--- config.mk ---
export PLATFORM = sky130hd
export DESIGN_NAME = gem_csc_lut_loader
export DESIGN_NICKNAME = d
export VERILOG_FILES = /design/src/rtl/gem_csc_lut_loader.sv
export SDC_FILE = /design/constraint.sdc
export NUM_CORES = 1
export LEC_CHECK = 0
export CORE_UTILIZATION = 51
export DETAILED_ROUTE_END_ITERATION = 10
export GPL_ROUTABILITY_DRIVEN = 0
export MAX_ROUTING_LAYER = met4
export PLACE_DENSITY = 0.82
export SLEW_MARGIN = 40
export SYNTH_ARGS = -nofsm -noshare
export SYNTH_HDL_FRONTEND = slang
export SYNTH_SLANG_ARGS = --single-unit
--- constraint.sdc ---
create_clock -name clock -period 4.1 [get_ports clock]
set_clock_uncertainty 0.15 [all_clocks]
set_input_delay 0.615 -clock clock [delete_from_list [all_inputs] [get_ports clock]]
set_output_delay 0.615 -clock clock [all_outputs]
set_load 0.005 [all_outputs]
--- src/rtl/gem_csc_lut_loader.sv ---
// Write-side sequencer for the GEM-CSC pad and roll lookup tables.
// Streams host words into the selected LUT and gates matching while loading.
module gem_csc_lut_loader #(
  parameter int MXXKYB   = 10,
  parameter int WIREBITS = 7,
  parameter int NPADS    = 192,
  parameter int NROLLS   = 8,
  parameter logic [MXXKYB-1:0] MINKEYHSME1B = 10'd0,
  parameter logic [MXXKYB-1:0] MAXKEYHSME1B = 10'd511,
  parameter logic [MXXKYB-1:0] MINKEYHSME1A = 10'd512,
  parameter logic [MXXKYB-1:0] MAXKEYHSME1A = 10'd895,
  parameter logic [WIREBITS-1:0] MAXWIRE    = 7'd47
) (
  input  logic              clock,
  input  logic              reset,
  input  logic              cfg_start,
  input  logic [2:0]        cfg_table,
  input  logic              cfg_abort,
  input  logic [MXXKYB-1:0] cfg_data,
  input  logic              cfg_data_vld,
  output logic              cfg_data_rdy,
  output logic              lut_wen,
  output logic [2:0]        lut_sel,
  output logic [7:0]        lut_w_adr,
  output logic [MXXKYB-1:0] lut_w_data,
  output logic              loading,
  output logic              done,
  output logic              aborted,
  output logic              range_err,
  output logic [7:0]        err_adr,
  output logic              cfg_err
);

  typedef enum logic [1:0] {
    IDLE  = 2'd0,
    LOAD  = 2'd1,
    DRAIN = 2'd2
  } state_t;

  localparam logic [7:0] PAD_LAST  = 8'(NPADS - 1);
  localparam logic [7:0] ROLL_LAST = 8'(NROLLS - 1);

  state_t r_state;
  state_t w_next;

  logic              r_wen;
  logic [2:0]        r_sel;
  logic [7:0]        r_adr;
  logic [MXXKYB-1:0] r_data;
  logic              r_done;
  logic              r_aborted;
  logic              r_range_err;
  logic [7:0]        r_err_adr;
  logic              r_cfg_err;
  logic [7:0]        r_cnt;
  logic [7:0]        r_last_adr;

  logic w_start_ok;
  logic w_start_bad;
  logic w_accept;
  logic w_abort;
  logic w_last;
  logic w_inrange;
  logic w_ok_me1a;
  logic w_ok_me1b;
  logic w_ok_roll;

  logic [MXXKYB:0] w_d_1a_lo;
  logic [MXXKYB:0] w_d_1a_hi;
  logic [MXXKYB:0] w_d_1b_lo;
  logic [MXXKYB:0] w_d_1b_hi;

  // Bound checks via widened subtraction: sign bit clear means in bound.
  assign w_d_1a_lo = {1'b0, cfg_data} - {1'b0, MINKEYHSME1A};
  assign w_d_1a_hi = {1'b0, MAXKEYHSME1A} - {1'b0, cfg_data};
  assign w_d_1b_lo = {1'b0, cfg_data} - {1'b0, MINKEYHSME1B};
  assign w_d_1b_hi = {1'b0, MAXKEYHSME1B} - {1'b0, cfg_data};

  assign w_ok_me1a = !w_d_1a_lo[MXXKYB] && !w_d_1a_hi[MXXKYB];
  assign w_ok_me1b = !w_d_1b_lo[MXXKYB] && !w_d_1b_hi[MXXKYB];
  assign w_ok_roll = (cfg_data[MXXKYB-1:WIREBITS] == '0) &&
                     (cfg_data[WIREBITS-1:0] <= MAXWIRE);

  always_comb begin
    w_inrange = 1'b0;
    unique case (1'b1)
      r_sel[2]:  w_inrange = w_ok_roll;
      r_sel[1]:  w_inrange = w_ok_me1b;
      default:   w_inrange = w_ok_me1a;
    endcase
  end

  always_comb begin
    w_next      = r_state;
    w_start_ok  = cfg_start && (r_state == IDLE) &&
                  (cfg_table <= 3'd5);
    w_start_bad = cfg_start && (r_state == IDLE) &&
                  (cfg_table > 3'd5);
    w_abort     = cfg_abort && (r_state != IDLE);
    w_accept    = cfg_data_vld && (r_state == LOAD) && !cfg_abort;
    w_last      = (r_cnt == r_last_adr);
    unique case (r_state)
      IDLE: begin
        if (w_start_ok)
          w_next = LOAD;
      end
      LOAD: begin
        if (w_abort)
          w_next = IDLE;
        else if (w_accept && w_last)
          w_next = DRAIN;
      end
      DRAIN: w_next = IDLE;
      default: w_next = IDLE;
    endcase
  end

  always_ff @(posedge clock or posedge reset) begin
    if (reset)
      r_state <= IDLE;
    else
      r_state <= w_next;
  end

  always_ff @(posedge clock or posedge reset) begin
    if (reset) begin
      r_wen       <= 1'b0;
      r_sel       <= 3'd0;
      r_adr       <= 8'd0;
      r_data      <= '0;
      r_done      <= 1'b0;
      r_aborted   <= 1'b0;
      r_range_err <= 1'b0;
      r_err_adr   <= 8'd0;
      r_cfg_err   <= 1'b0;
      r_cnt       <= 8'd0;
      r_last_adr  <= 8'd0;
    end else begin
      r_wen     <= w_accept;
      r_done    <= (r_state == DRAIN) && !cfg_abort;
      r_aborted <= w_abort;

      if (w_accept) begin
        r_adr  <= r_cnt;
        r_data <= cfg_data;
      end

      if (w_start_ok) begin
        r_sel       <= cfg_table;
        r_last_adr  <= cfg_table[2] ? ROLL_LAST : PAD_LAST;
        r_range_err <= 1'b0;
        r_err_adr   <= 8'd0;
        r_cfg_err   <= 1'b0;
      end else if (w_start_bad) begin
        r_cfg_err <= 1'b1;
      end

      // Counter stops on the last address; never wraps.
      if (w_start_ok || w_abort || (r_state == DRAIN))
        r_cnt <= 8'd0;
      else if (w_accept && !w_last)
        r_cnt <= r_cnt + 8'd1;

      if (w_accept && !w_inrange && !r_range_err) begin
        r_range_err <= 1'b1;
        r_err_adr   <= r_cnt;
      end
    end
  end

  assign cfg_data_rdy = (r_state == LOAD);
  assign loading      = (r_state != IDLE);
  assign lut_wen      = r_wen;
  assign lut_sel      = r_sel;
  assign lut_w_adr    = r_adr;
  assign lut_w_data   = r_data;
  assign done         = r_done;
  assign aborted      = r_aborted;
  assign range_err    = r_range_err;
  assign err_adr      = r_err_adr;
  assign cfg_err      = r_cfg_err;

endmodule
# Word level (Yosys, flattened, before mapping)
# Cells that the tools add are included.
# totals
memories,0
inputBits,18
rom_bits,0
register_bits,52
latch_bits,0
out_inout_bits,36
elab_cells,67
ram_bits,0
# classes
muxes,14
n_lt_le_gt_ge,3
reduce_logical,29
n_bitwise,0
eq_ne,5
shifts,0
n_addsub,4
mul,0
div,0
# ops
cell,n
$mux 8,5
$logic_and 1x1->1,13
$sub 10x10->11 const A,1
$sub 10x10->11 const B,1
$sub 9x10->11 const A,1
$add 8x1->8 const B,1
$eq 8x8->1,1
$reduce_bool 2->1,4
$le 7x6->1 const B,1
$logic_not 1->1,7
$mux 2,3
$mux 1,4
$pmux 2 s2,1
$gt 3x3->1 const B,1
$le 3x3->1 const B,1
$logic_not 3->1,1
$ne 3x1->1 const B,1
$eq 2x1->1 const B,1
$eq 2x2->1 const B,1
$logic_not 2->1,1
$logic_or 1x1->1,2
$ne 2x2->1 const B,1
$pmux 1 s2,1
$reduce_and 2->1,1

# Logic depth before layout (Yosys ltp)
# logic_depth
ltp_word,8
mapped_depth,6
ltp_nobuf,4

# Worst setup path after synthesis
# Ideal clock, no wire load.
# synth_timing
kind,input-to-reg
start,in cfg_data_vld
end,"reg r_data[0], in the netlist lut_w_data[0]"
setup_time_ps,125
required_time_ps,3825
path_stages,4
arrival_time_ps,1581
path_slack_ps,2244
path_cell_list,nor4bb_1 -> buf_2 -> buf_2 -> mux2_2
# synth_via
elab_chain_len,2
# synth_rtl
element,line_no,text
start: declaration,20,"input logic cfg_data_vld,"
$logic_and 1x1->1 (2 in series),100,w_accept = cfg_data_vld && (r_state == LOAD) && !cfg_abort;
end signal: assignment,145,r_data <= cfg_data;
end: declaration,49,logic [MXXKYB-1:0] r_data;
# Every way passes these cells.
# A chain may end at the register's enable or synchronous reset.

# Worst setup path after layout
# layout_timing
start,in cfg_abort
end,reg r_cnt[6]
# layout_via
elab_chain_len,4
# layout_rtl
element,line_no,text
start: declaration,18,"input logic cfg_abort,"
$logic_and 1x1->1 / $logic_not 1->1 (equally long branches),"99, 100",
$logic_or 1x1->1 / $logic_and 1x1->1 (equally long branches),"159, 100",
$logic_or 1x1->1 / $logic_and 1x1->1 (equally long branches),"159, 161",
$mux 8 / $reduce_bool 2->1 (equally long branches),--,
end signal: assignment,162,r_cnt <= r_cnt + 8'd1;
end: declaration,55,logic [7:0] r_cnt;
# Parallel ways exist; a longest one is shown, timed or not.

==> results_dict.tcl <==
set metrics [dict create \
    outcome "finished, final reports clean" \
    start_util_pct 54.1 \
    hold_violations 0 \
    r2r-end "r_cnt[6]$_DFFE_PP0P_" \
    ant_nets 0 \
    whs_path_depth 1 \
    finalSetupViolCount 0 \
    hpwl_um 2930 \
    ir_worst_vdd_mv 0.331 \
    std_cell_rows 22 \
    cts_tree "done" \
    synth_top_cell_area_share_pct 57.2 \
    tightestPinTransition_ns 0.601 \
    route.detailed.drc 0 \
    yosys.area.top_type "dfrtp_1" \
    start_kind "primary input" \
    core_um2 3720 \
    syn_nets 189 \
    ys_top_cells_by_area "dfrtp_1 (57%), mux2_2 (11%), mux2i_1 (7.0%), nand2_1 (5.0%), inv_1 (2.2%)" \
    max_stage_delay_ns 0.58 \
    rsz0062_at_grt "false" \
    grt_overflow 0 \
    cts_setup_buffers 0 \
    max_slew_margin_pct 59.8 \
    cts_root_buffer "clkbuf_8" \
    grt_max_degree 47 \
    die_height_um 64.8 \
    ys_warn_count 0 \
    cp_cell_sequence "clkdlybuf4s50_1 -> nor4bb_4 -> buf_4 -> nand4_1 -> a211o_1 -> a21boi_0" \
    final_layout_size_suffix_gt1_share_pct 15.9 \
    diodes 0 \
    clk_pin_slew_ns 0.09 \
    die-width_um 64.8 \
    cp.arrival_ns 2.68 \
    critPathSlowestCell "nor4bb_4" \
    final_cell_mix "clkdlybuf4s50_1 (53), dfrtp_1 (46), nand2_1 (27), mux2_2 (19), mux2i_1 (14)" \
    cts.path.max_buffers 2 \
    r2r_cells 5 \
    wl_per_cell_um 14.9 \
    syn_area_per_cell_um2 11.8 \
    vias_per_cell 5.42 \
    syn-instance-count 170 \
    worstSetupPathType "in -> reg" \
    whs_ns 0.352 \
    place_ws_ns 1.18 \
    initialDrtViolationCount 85 \
    fin_setup_tns_ns 0 \
    holdCritPathClass "reg -> reg" \
    worstHoldStart "cfg_err$_DFFE_PP0P_" \
    p_per_area_nw_per_um2 452 \
    cts_resized 0 \
    cts_buffers 5 \
    ctsHoldBuffers 0 \
    synth_edf_count 0 \
    clock_latency_ns 0.30 \
    post_synth_num_cell_types 33 \
    final_common_cell "clkdlybuf4s50_1" \
    syn_area_um2 2010 \
    final.setup.worst_slack_ns 1.48 \
    min_to "cfg_err$_DFFE_PP0P_" \
    cts.htree.levels 2 \
    ys_seq_elements 46 \
    worstPathMaxFanout 20 \
    final_nets 245 \
    syn_to_final_growth_pct 36.8 \
    r2r_start "r_state[1]$_DFFE_PP0P_" \
    synthArstFlopShare_pct 100 \
    antenna_found_initial 0 \
    cp-startpoint "cfg_abort" \
    ff2ff_setup_slack_ns 1.83 \
    cp-end-kind "flip-flop" \
    fin_crit_ns 2.62 \
    routed_wl_um 4100 \
    seq_area_frac_synth_pct 57.2 \
    max_freq_mhz 382 \
    p_leak_nw 1.22 \
    post-route-period-util_pct 63.9 \
    grt_pass1_vias 1479 \
    cts_sinks 46 \
    gr-usage-all-layers_pct 22.1 \
    ios 54 \
    drv_slew 0 \
    cap_violations 0 \
    first_pass_iters 4 \
    dieArea_um2 4200 \
    grt_pass1_wl_um 6780 \
    total_power_w 0.00124 \
    worstPathRequired_ns 4.16 \
    vias 1490 \
    io_buffer_count 53 \
    synth_flop_cell "dfrtp_1" \
]
final cells by class:
type / count / area (um2)
Multi-Input combinational cell: 105 / 800
Clock buffer: 6 / 82.6
Sequential cell: 46 / 1150
Tap cell: 48 / 60.1
Fill cell: 250 / 965
Timing Repair Buffer: 56 / 551
Inverter: 12 / 47.5
Clock inverter: 2 / 60.1
layer usage:
metal / track usage [%] / part of all wire [%]
met5: - / 0
met4: 10.0 / 0.98
met3: 4.58 / 4.6
met2: 32.8 / 49
met1: 29.2 / 46
worst max-delay path, delay by kind of cell:
family / cells / cell delay [ns]
and+or+nand+nor: 2 / 0.73
AOI/OAI and AO/OA: 2 / 0.45
buffers and inverters: 2 / 0.88
per-stage QoR:
stage | utilization, % | instances | instance area (um2)
after detailed placement | 70.2 | 267 | 2610
after global routing | 74.0 | 275 | 2750
after floorplan | - | 170 | 2010
final | 74.0 | 275 | 2750
after CTS | 74.0 | 275 | 2750
after global placement | 70.0 | 266 | 2600
logic make-up after synthesis:
family / after synthesis / share of synthesized area [%]
AND/OR/NAND/NOR: 51 / 13.3
flip-flops: 46 / 57.2
multiplexers: 33 / 17.6
AO/OA/AOI/OAI: 19 / 7.03
buffers and inverters: 19 / 3.79
XOR/XNOR: 1 / 0.435
adder cells (fa/ha/maj): 1 / 0.622
synth_stat cells (3+ instances only):
cell and count:
nand2_1 27, mux2_2 19, a21oi_1 6, clkbuf_1 3, buf_2 4, inv_1 12
mux2i_1 14, nand4_1 5, nor2_1 4, dfrtp_1 46
worst max path at each step:
| stage | to | slack (ns) |
|---|---|---|
| 3_5_place_dp | r_cnt[6]$_DFFE_PP0P_ | 1.18 |
| 6_report | r_cnt[6]$_DFFE_PP0P_ | 1.48 |
| 4_1_cts | r_cnt[6]$_DFFE_PP0P_ | 1.49 |
| 5_1_grt | r_cnt[6]$_DFFE_PP0P_ | 1.31 |
| 3_3_place_gp | r_cnt[6]$_DFFE_PP0P_ | 1.28 |
| 2_1_floorplan | lut_w_data[0]$_DFFE_PP0P_ | 2.24 |
power breakdown:
group	total, W	switching (W)	leakage, nW	internal, W
clock	0.000407	0.000147	0.0714	0.000260
combinational	0.000275	0.0000984	0.552	0.000176
sequential	0.000561	0.0000453	0.600	0.000516
sequential cells by signal (all words and copies together) (netlist names), 2 cells and up:
| register | cells |
|---|---|
| lut_w_data | 10 |
| err_adr | 8 |
| r_state | 2 |
| lut_w_adr | 8 |
| lut_sel | 3 |
| r_cnt | 8 |
| r_last_adr | 2 |
Note: power is estimated with default switching activity, not from simulation.
